--- config.mk ---
export PLATFORM = sky130hd
export DESIGN_NAME = hazard_md_ctrl_flat
export DESIGN_NICKNAME = d
export VERILOG_FILES = /design/src/rtl/hazard_md_ctrl_if.sv /design/src/rtl/hazard_md_ctrl.sv /design/src/flat_wrapper.sv
export SDC_FILE = /design/constraint.sdc
export NUM_CORES = 1
export LEC_CHECK = 0
export CAP_MARGIN = 20
export CORE_ASPECT_RATIO = 2
export CORE_MARGIN = 3
export CORE_UTILIZATION = 30
export CTS_CLUSTER_DIAMETER = 80
export DETAILED_ROUTE_END_ITERATION = 10
export GPL_ROUTABILITY_DRIVEN = 0
export HOLD_SLACK_MARGIN = 0.06
export PLACE_DENSITY = 0.88
export SYNTH_ARGS = -nofsm -noshare
export SYNTH_HDL_FRONTEND = slang
export SYNTH_SLANG_ARGS = --single-unit
--- constraint.sdc ---
create_clock -name clk -period 6.3 [get_ports clk]
set_clock_uncertainty 0.1 [all_clocks]
set_input_delay 0.945 -clock clk [delete_from_list [all_inputs] [get_ports clk]]
set_output_delay 0.945 -clock clk [all_outputs]
set_load 0.005 [all_outputs]
--- src/rtl/hazard_md_ctrl_if.sv ---
// Instruction and control bundle between the pipeline datapath and hazard_md_ctrl.
// The datapath drives the D/E/M instructions; the controller drives enables, clears and MD status.
interface hazard_md_ctrl_if;
  logic [31:0] ir_d;
  logic [31:0] ir_e;
  logic [31:0] ir_m;
  logic        en_pc;
  logic        en_fd;
  logic        clr_de;
  logic        md_start;
  logic        md_busy;
  logic [31:0] stall_cnt;

  modport master (
    output ir_d, ir_e, ir_m,
    input  en_pc, en_fd, clr_de, md_start, md_busy, stall_cnt
  );

  modport slave (
    input  ir_d, ir_e, ir_m,
    output en_pc, en_fd, clr_de, md_start, md_busy, stall_cnt
  );
endinterface

--- src/rtl/hazard_md_ctrl.sv ---
// Hazard detection and mult/div scheduling for the 5-stage pipeline.
// Optional stall statistics counter is built when HAZARD_MD_CTRL_STATS_EN is defined.
module hazard_md_ctrl #(
  parameter int unsigned MULT_LAT = 5,
  parameter int unsigned DIV_LAT  = 10,
  parameter int unsigned CNT_W    = 4
) (
  input logic             clk,
  input logic             reset,
  hazard_md_ctrl_if.slave bus
);

  localparam logic [CNT_W-1:0] MultLoad = CNT_W'(MULT_LAT);
  localparam logic [CNT_W-1:0] DivLoad  = CNT_W'(DIV_LAT);

  function automatic logic is_load(input logic [5:0] op);
    return op inside {6'h20, 6'h21, 6'h23, 6'h24, 6'h25};
  endfunction

  function automatic logic is_md_start(input logic [5:0] op, input logic [5:0] fn);
    return (op == 6'h00) && (fn inside {[6'h18 : 6'h1b]});
  endfunction

  logic [5:0] op_d, op_e, op_m, fn_d, fn_e;
  logic [4:0] rs_d, rt_d, rt_e, rd_e, rt_m;

  assign op_d = bus.ir_d[31:26];
  assign rs_d = bus.ir_d[25:21];
  assign rt_d = bus.ir_d[20:16];
  assign fn_d = bus.ir_d[5:0];
  assign op_e = bus.ir_e[31:26];
  assign rt_e = bus.ir_e[20:16];
  assign rd_e = bus.ir_e[15:11];
  assign fn_e = bus.ir_e[5:0];
  assign op_m = bus.ir_m[31:26];
  assign rt_m = bus.ir_m[20:16];

  logic unused_ir;
  assign unused_ir = ^{bus.ir_d[15:6], bus.ir_e[25:21], bus.ir_e[10:6], bus.ir_m[25:21],
                       bus.ir_m[15:0]};

  logic load_e, load_m, md_start, div_e, md_class_d, branch_d, br_rt_d;
  logic reads_rs_d, reads_rt_d;

  assign load_e     = is_load(op_e);
  assign load_m     = is_load(op_m);
  assign md_start   = is_md_start(op_e, fn_e);
  assign div_e      = fn_e[1];
  assign md_class_d = (op_d == 6'h00) &&
                      ((fn_d inside {[6'h10 : 6'h13]}) || (fn_d inside {[6'h18 : 6'h1b]}));
  assign br_rt_d    = (op_d == 6'h04) || (op_d == 6'h05);
  assign branch_d   = br_rt_d || ((op_d == 6'h00) && ((fn_d == 6'h08) || (fn_d == 6'h09)));
  assign reads_rs_d = !(op_d inside {6'h02, 6'h03, 6'h0f}) &&
                      !((op_d == 6'h00) && ((fn_d == 6'h10) || (fn_d == 6'h12)));
  assign reads_rt_d = op_d inside {6'h00, 6'h04, 6'h05, 6'h28, 6'h29, 6'h2b};

  // A destination of zero doubles as "no destination" since $0 never matches.
  logic [4:0] dest_e;
  always_comb begin
    dest_e = 5'd0;
    if (op_e == 6'h00) begin
      if (!(md_start || fn_e == 6'h11 || fn_e == 6'h13 || fn_e == 6'h08)) dest_e = rd_e;
    end else if ((op_e inside {[6'h08 : 6'h0f]}) || load_e) begin
      dest_e = rt_e;
    end else if (op_e == 6'h03) begin
      dest_e = 5'd31;
    end
  end

  logic stall_lu, stall_br, stall_md, stall, hit_e, hit_m;
  logic [CNT_W-1:0] cnt_q;

  assign stall_lu = load_e && (rt_e != 5'd0) &&
                    ((reads_rs_d && (rs_d == rt_e)) || (reads_rt_d && (rt_d == rt_e)));
  assign hit_e    = (dest_e != 5'd0) && ((rs_d == dest_e) || (br_rt_d && (rt_d == dest_e)));
  assign hit_m    = load_m && (rt_m != 5'd0) &&
                    ((rs_d == rt_m) || (br_rt_d && (rt_d == rt_m)));
  assign stall_br = branch_d && (hit_e || hit_m);
  assign stall_md = md_class_d && (md_start || bus.md_busy);
  assign stall    = stall_lu || stall_br || stall_md;

  // E never stalls, so a new start may reload over a running countdown.
  always_ff @(posedge clk) begin
    if (reset) begin
      cnt_q <= '0;
    end else if (md_start) begin
      cnt_q <= div_e ? DivLoad : MultLoad;
    end else if (cnt_q != '0) begin
      cnt_q <= cnt_q - 1'b1;
    end
  end

  assign bus.md_start = md_start;
  assign bus.md_busy  = (cnt_q != '0);
  assign bus.en_pc    = !stall;
  assign bus.en_fd    = !stall;
  assign bus.clr_de   = stall;

`ifdef HAZARD_MD_CTRL_STATS_EN
  logic [31:0] stall_cnt_q;
  always_ff @(posedge clk) begin
    if (reset) begin
      stall_cnt_q <= '0;
    end else if (stall && (stall_cnt_q != 32'hffff_ffff)) begin
      stall_cnt_q <= stall_cnt_q + 32'd1;
    end
  end
  assign bus.stall_cnt = stall_cnt_q;
`else
  assign bus.stall_cnt = 32'd0;
`endif

endmodule
--- src/flat_wrapper.sv ---
// flat-port wrapper written by rule: the top's interface ports become plain ports
module hazard_md_ctrl_flat 
#(
  parameter int unsigned MULT_LAT = 5,
  parameter int unsigned DIV_LAT  = 10,
  parameter int unsigned CNT_W    = 4
)
  (clk, reset, bus_ir_d, bus_ir_e, bus_ir_m, bus_en_pc, bus_en_fd, bus_clr_de, bus_md_start, bus_md_busy, bus_stall_cnt);
  hazard_md_ctrl_if bus_i ();
  input logic clk;
  input logic reset;
  input wire logic [$bits(bus_i.ir_d)-1:0] bus_ir_d;
  input wire logic [$bits(bus_i.ir_e)-1:0] bus_ir_e;
  input wire logic [$bits(bus_i.ir_m)-1:0] bus_ir_m;
  output wire logic [$bits(bus_i.en_pc)-1:0] bus_en_pc;
  output wire logic [$bits(bus_i.en_fd)-1:0] bus_en_fd;
  output wire logic [$bits(bus_i.clr_de)-1:0] bus_clr_de;
  output wire logic [$bits(bus_i.md_start)-1:0] bus_md_start;
  output wire logic [$bits(bus_i.md_busy)-1:0] bus_md_busy;
  output wire logic [$bits(bus_i.stall_cnt)-1:0] bus_stall_cnt;
  assign bus_i.ir_d = bus_ir_d;
  assign bus_i.ir_e = bus_ir_e;
  assign bus_i.ir_m = bus_ir_m;
  assign bus_en_pc = bus_i.en_pc;
  assign bus_en_fd = bus_i.en_fd;
  assign bus_clr_de = bus_i.clr_de;
  assign bus_md_start = bus_i.md_start;
  assign bus_md_busy = bus_i.md_busy;
  assign bus_stall_cnt = bus_i.stall_cnt;
  hazard_md_ctrl #(.MULT_LAT(MULT_LAT), .DIV_LAT(DIV_LAT), .CNT_W(CNT_W)) u_core (.clk(clk), .reset(reset), .bus(bus_i));
endmodule
======== Word level (Yosys, flattened, before mapping) ========
Index checks and enable logic that the tools add are counted.
storage, ports and cells
  register bits ........................... 4
  word-level logic and storage cells ...... 99
operators by class
  multiplexer cells ....................... 7
  equality and inequality tests ........... 32
  add/subtract/negate cells ............... 1
  reductions and logical operators ........ 50
  order comparisons ....................... 8
operators by type and width
  kind                                                                count
  equality test 6 bit (second input constant)                         13
  equality test 5 bit                                                 6
  nonzero test 5 bit                                                  5
  equality test 6 x 4 -> 1 bit (second input constant)                4
  equality test 6 x 5 -> 1 bit (second input constant)                4
  logical AND 1 bit                                                   20
  two-way mux 5 bit                                                   4
  equality test 6 x 2 -> 1 bit (second input constant)                3
  greater-or-equal comparator 6 x 5 -> 1 bit (second input constant)  3
  <= comparator 6 x 5 -> 1 bit (second input constant)                3
  logical OR 1 bit                                                    16
  equality test 6 x 3 -> 1 bit (second input constant)                2
  logical NOT 6 bit                                                   2
  two-way mux 4 bit                                                   3
  greater-or-equal comparator 6 x 4 -> 1 bit (second input constant)  1
  <= comparator 6 x 4 -> 1 bit (second input constant)                1
  nonzero test 6 bit                                                  1
  nonzero test 4 bit                                                  1
  subtractor 4 x 1 -> 4 bit (second input constant)                   1
  logical NOT 1 bit                                                   3
  nonzero test 3 bit                                                  1
  nonzero test 2 bit                                                  1

======== Logic depth before layout (Yosys ltp) ========
Gate-level depths: netlist of the first run.
  depth after elaboration ................. 17
  depth in mapped cells ................... 10
  gate-level depth less buffers ........... 9

======== Worst setup path after synthesis of the first run ========
No wires, ideal clock.
  path type ............................... input to output
  start ................................... input bus_ir_e[28]
  end ..................................... output bus_en_pc
  path slack .............................. 2.272 ns
  stages on the path ...................... 10
  required time ........................... 5.255 ns
  arrival ................................. 2.983 ns
  cell sequence ........................... nand2b_4 a211o_1 a31o_2 o21ai_2 xnor2_1 nand4_1 or3_1 a211oi_1 a311oi_1 buf_4
between the ends
  cells in the longest elaborated chain, start to end .. 16
RTL lines
  element                                                                                              RTL line              RTL
  from (decl)                                                                                          flat_wrapper.sv:13    input wire logic [$bits(bus_i.ir_e)-1:0] bus_ir_e;
  parallel branches: the longest is 14 deep, another holds greater-or-equal comparator 6 x 4 -> 1 bit  n/a
  logical OR 1 bit (*)                                                                                 hazard_md_ctrl.sv:80  assign stall = stall_lu || stall_br || stall_md;
  logical NOT 1 bit (*)                                                                                n/a
  to (decl)                                                                                            flat_wrapper.sv:15    output wire logic [$bits(bus_i.en_pc)-1:0] bus_en_pc;
Mark *: on every way between the ends.

======== Worst setup path in the final report of the first run ========
  start ................................... input bus_ir_e[26]
  end ..................................... output bus_clr_de
between the ends
  cells in the longest elaborated chain, start to end .. 15
RTL lines
  element                                                                                              RTL line              RTL
  parallel branches: the longest is 14 deep, another holds greater-or-equal comparator 6 x 4 -> 1 bit  n/a
  logical OR 1 bit (*)                                                                                 hazard_md_ctrl.sv:80
  to (decl)                                                                                            flat_wrapper.sv:17    output wire logic [$bits(bus_i.clr_de)-1:0] bus_clr_de;
Marks and branches as above.

==> impl_metrics.yaml, run 1 <==
finish:
  drive_gt1_share_pct: 4.80
  area_delta_synth_final_pct: 49.5
  layout.area.seq_um2: 80.1
  nets: 331
  fill_cells: 370
  largest_reg_flops: 4
  largest_registers: "u_core.cnt_q: 4 flops"
  multi_input_area_um2: 942
  layout_common_cells: "clkdlybuf4s50_1 (61), conb_1 (32), xnor2_1 (17), xor2_1 (16), nor2_1 (14)"
  diodes: 0
  regMostFlops: "u_core.cnt_q"
  final_common_cell: "clkdlybuf4s50_1"
synthesis:
  synth_compound_area_share_pct: 19.4
  synthAdderAreaFrac_pct: 2.13
  yosysUniqueCellTypes: 35
  ys_top_cells_by_area: "buf_4 (21%), xnor2_1 (13%), xor2_1 (12%), dfxtp_1 (6.8%), nor2_1 (4.5%)"
  ys_seq_area_share_pct: 6.81
  syn_inst: 167
  syn_area_um2: 1180
  post-synth-top-area-cell: "buf_4"
  synth-async-reset-ratio_pct: 0
  synthMuxAreaShare_pct: 0
  synth_seq_cells: 4
  synth-xor-area-share_pct: 24.6
  synth_ff_type: "dfxtp_1"
  synth_top_family_by_area: "XOR/XNOR gates"
  yosysWarnings: 0
  synth_edf_count: 0
  synth_top_area_share_pct: 21.1
  avgSynthCellArea_um2: 7.04
  synth-simple-area-share_pct: 23.8
detailed_routing:
  drt_iter0_drc: 51
  drcViolationCount: 0
  wl_per_cell_um: 14.1
  via_count: 1370
  drtAntennaViolNets: 0
  finalWirelength_um: 3920
  vias_per_cell: 4.93
  dr.pass1.iters: 4
sta:
  period_share_pct: 80.4
  hold_viol: 0
  slew_violations: 0
  finalSetupTns_ns: 0
  rsz0062_at_grt: "false"
  setup_viol: 0
  period_needed_ns: 5.07
  max_freq_ghz: 0.197
clock_tree:
  cts_root_buffer: "clkbuf_8"
  cts.sinks: 4
  cts_setup_buffers: 0
  cts_buffer_depth: 2
  cts_made_buffers: 3
  clk_pin_slew_ns: 0.04
  tritoncts: "yes"
  clock_latency_ns: 0.23
  h-tree-depth: 1
  cts_resized: 0
  cts_hold_buf: 0
power_and_ir_drop:
  peakVddDrop_mv: 0.127
  switching_share_pct: 40.1
  p_int_mw: 0.163
  finalPower_mw: 0.272
  seqPwrFrac_pct: 15.6
  powerDensity_nw_per_um2: 155
  clkPwrFrac_pct: 21.4
  power_switching_mw: 0.109
  cellLeakagePower_nw: 0.695
  power_frac_comb_pct: 63.0
global_routing:
  track_usage_pct: 16.3
  grt_pass1_wl_um: 6070
  grt_max_degree: 8
  antenna_found_initial: 0
  grt_overflow_total: 0
  grt_pass1_vias: 1397
place:
  io_buffers: 61
  dp_hpwl_um: 3230
worst_setup_path:
  cp.arrival_ns: 4.02
  crit_path_start_kind: "input port"
  end_kind: "output port"
  slowest_delay_ns: 0.53
  criticalPathCategory: "in -> out"
  critPathMaxFanout: 6
  slowest_stage: "clkdlybuf4s50_1"
  path_delay_family: "compound AO/OA/AOI/OAI gates"
  cp_cell_sequence: "clkdlybuf4s50_1 > nand2b_4 > a211o_1 > a31o_2 > o21ai_2 > xnor2_1 > nand4_1 > or3_1 > a211oi_1 > a311o_1 > clkdlybuf4s50_1"
  required_ns: 5.25
  path_common_cell: "clkdlybuf4s50_1"
  path_buf_inv: 2
floorplan:
  ios: 135
  num_rows: 31
  die_h_um: 94.6
  die_area_um2: 4750
  initial_core_util_pct: 31.9
  core_area_um2: 3680
  die_w_um: 50.3
run_status:
  status: "complete, no violations"
hold_path:
  hp-class: "reg -> reg"
job:
  cap_viol_max_count: 0
[metal layers]
metal  part of all wire [%]  track usage [%]  wire length (um)
met4                    2.0             7.39                78
met5                      0                0                 0
met2                     57             33.4              2250
met1                     32             14.1              1250
met3                    8.8             3.32               345
[Yosys cell counts (all sizes together), types with 3 or more instances]
cell type  instances
a21oi              8
nand4              4
nor2              14
nor3               7
nand2             12
xor2              16
o21ai              9
nand3              6
xnor2             17
nor4               4
a31oi              3
inv                6
buf               33
dfxtp              4
[stage by stage]
step	hold WS [ns]	cell area (um^2)	std cells	utilization (%)	setup WS (ns)
6_report	0.513	1760	278	47.7	1.23
5_1_grt	0.548	1760	278	47.7	1.08
4_1_cts	0.509	1760	278	47.7	1.24
3_5_place_dp	0.499	1720	275	46.6	1.24
3_3_place_gp	0.490	1720	275	46.6	1.29
2_1_floorplan	0.453	1290	198	-	2.27
[power groups by stage]
| stage | combinational [mW] | sequential (mW) | clock, mW |
|---|---|---|---|
| floorplan | 0.108 | 0.0402 | 0 |
| global placement | 0.157 | 0.0413 | 0 |
| detailed placement | 0.163 | 0.0418 | 0 |
| CTS | 0.171 | 0.0419 | 0.0584 |
| global route | 0.190 | 0.0436 | 0.0597 |
| finish | 0.172 | 0.0424 | 0.0582 |
[layout make-up]
class	instances	area share, %
Timing Repair Buffer	61	34.7
Tap cell	49	3.49
Sequential cell	4	4.56
Inverter	6	1.28
Clock buffer	3	2.35
Multi-Input combinational cell	155	53.6
[kinds of logic (layout without fill, tap and decap cells)]
logic type | count (synthesis) | after routing
AO/OA/AOI/OAI | 32 | 32
XOR/XNOR | 33 | 33
adder cells (fa/ha/maj) | 2 | 2
buffers and inverters | 39 | 70
flip-flops | 4 | 4
other | 1 | 32
AND/OR/NAND/NOR | 56 | 56
[worst register-to-register path: stages, from the launching register on]
cell and delay, ns:
dfxtp_1 0.31, inv_1 0.12, ha_1 0.17, nand2_1 0.18, xnor2_1 0.18, a21oi_1 0.16, nor2_1 0.05
[path summary, 6_finish.rpt]
path                        start               to  slack (ns)  depth (start not counted)
hold / removal    u_core.cnt_q[1]  u_core.cnt_q[1]        0.51                          2
setup reg to reg  u_core.cnt_q[0]  u_core.cnt_q[0]        4.92                          6
hold reg to reg   u_core.cnt_q[1]  u_core.cnt_q[1]        0.51                          2
setup / recovery     bus_ir_e[26]       bus_clr_de        1.23                         11
Note: power is estimated with default switching activity, not from simulation.
==> inputs of run 2 (changes only) <==
CORE_UTILIZATION = 25   (was 30)
PLACE_DENSITY = 0.78   (was 0.88)
clock period = 4.52 ns   (was 6.3 ns; I/O delays follow)
==> impl_metrics.yaml, run 2 (synthesis results as in run 1) <==
clock_tree:
  cts_hold_buf: 0
  cts_buffer_depth: 2
  cts_made_buffers: 3
  tritoncts: "yes"
  cts.sinks: 4
  clock_latency_ns: 0.22
  cts_root_buffer: "clkbuf_8"
  cts_setup_buffers: 0
  h-tree-depth: 1
  clk_pin_slew_ns: 0.03
global_routing:
  grt_max_degree: 8
  antenna_found_initial: 0
  grt_overflow_total: 0
  grt_pass1_vias: 1308
  track_usage_pct: 12.2
  grt_pass1_wl_um: 5290
finish:
  post-route-cell-area_um2: 1810
  drive_gt1_share_pct: 6.90
  largest_registers: "u_core.cnt_q: 4 flops"
  regMostFlops: "u_core.cnt_q"
  nets: 334
  layout_common_cells: "clkdlybuf4s50_1 (61), conb_1 (32), xnor2_1 (17), xor2_1 (16), nor2_1 (14)"
  layout.area.seq_um2: 80.1
  fill_cells: 481
  diodes: 0
  area_delta_synth_final_pct: 53.5
  multi_input_area_um2: 961
  final_common_cell: "clkdlybuf4s50_1"
  largest_reg_flops: 4
sta:
  period_needed_ns: 4.41
  max_freq_ghz: 0.227
  period_share_pct: 97.5
  finalSetupTns_ns: 0
  whs_ns: 0.518
  rsz0062_at_grt: "true"
  slew_violations: 0
  hold_viol: 0
  setup_viol: 0
worst_setup_path:
  cp.arrival_ns: 3.63
  slowest_delay_ns: 0.57
  criticalPathCategory: "in -> out"
  crit_path_start_kind: "input port"
  required_ns: 3.74
  critPathMaxFanout: 5
  end_kind: "output port"
  slowest_stage: "clkdlybuf4s50_1"
  cp_cell_sequence: "clkdlybuf4s50_1 > nand2b_4 > a211o_1 > buf_4 > a21oi_1 > o21ai_2 > or4_1 > nor2_1 > a211oi_2 > a311oi_1 > clkdlybuf4s50_1"
  path_common_cell: "clkdlybuf4s50_1"
floorplan:
  initial_core_util_pct: 26.6
  die_w_um: 54.5
  die_area_um2: 5610
  num_rows: 34
  die_h_um: 103
  core_area_um2: 4420
  ios: 135
power_and_ir_drop:
  peakVddDrop_mv: 0.181
  cellLeakagePower_nw: 0.712
  clkPwrFrac_pct: 21.1
  p_int_mw: 0.229
  seqPwrFrac_pct: 16.1
  powerDensity_nw_per_um2: 202
  power_switching_mw: 0.135
  power_frac_comb_pct: 62.8
  switching_share_pct: 37.0
  finalPower_mw: 0.364
place:
  place_area_um2: 1750
  io_buffers: 61
  dp_hpwl_um: 3130
job:
  cap_viol_max_count: 0
detailed_routing:
  vias_per_cell: 4.60
  wl_per_cell_um: 12.3
  finalWirelength_um: 3510
  drt_iter0_drc: 15
  drcViolationCount: 0
  drtAntennaViolNets: 0
  via_count: 1315
  dr.pass1.iters: 4
run_status:
  status: "complete, no violations"
hold_path:
  hp-class: "reg -> reg"
==> run 2: cell type report <==
class                   instances  share of cell area [%]
inverters                       6                    1.25
clock buffers                   3                    2.29
multi-input cells             155                    53.2
flip-flops and latches          4                    4.44
repair buffers                 64                    35.1
well taps                      54                    3.74
==> run 2: final timing paths <==
kind,from,end,slack [ns],cells after the start
worst min register to register,u_core.cnt_q[3],u_core.cnt_q[3],0.52,3
worst max-delay path,bus_ir_e[26],bus_en_pc,0.11,11
worst max register to register,u_core.cnt_q[1],u_core.cnt_q[0],3.21,6
worst min-delay path,u_core.cnt_q[3],u_core.cnt_q[3],0.52,3
==> run 2: repair_timing <==
item	CTS	global route
endpoints found under the setup margin	0	3
gates resized for setup	0	3
endpoints found under the hold margin	0	0
==> run 2: power by group through the flow <==
stage | clock network [mW] | registers (mW) | logic (mW)
final | 0.0768 | 0.0588 | 0.228
after floorplan | 0 | 0.0560 | 0.150
after detailed placement | 0 | 0.0591 | 0.226
after CTS | 0.0774 | 0.0586 | 0.228
after global routing | 0.0791 | 0.0603 | 0.256
after global placement | 0 | 0.0588 | 0.221
==> run 2: metrics by stage <==
stage | setup WS [ns] | std cells | util, %
2_1_floorplan | 1.03 | 198 | -
3_3_place_gp | 0.0839 | 283 | 39.5
3_5_place_dp | 0.0581 | 283 | 39.5
6_report | 0.112 | 286 | 40.8
5_1_grt | -0.0514 | 286 | 40.8
4_1_cts | 0.0521 | 286 | 40.4
==> run 2: worst max-delay path, delay by kind of cell <==
kind	cells	cell delay, ns
buffers and inverters	3	1.26
AO/OA/AOI/OAI	5	0.97
AND/OR/NAND/NOR	3	0.72
==> run 2: layer usage <==
layer | up-vias | routed length [um] | global-route usage, %
met3 | 5 | 351 | 1.59
met4 | 0 | 62 | 4.41
met1 | 589 | 1150 | 11.5
met5 | - | 0 | 0
li1 | 651 | - | -
met2 | 70 | 1950 | 24.7
==> inputs of run 3 (changes only) <==
CAP_MARGIN = unset   (was 20)
==> results of run 3 <==
Final layout, timing and power as in run 2 (identical DEF).
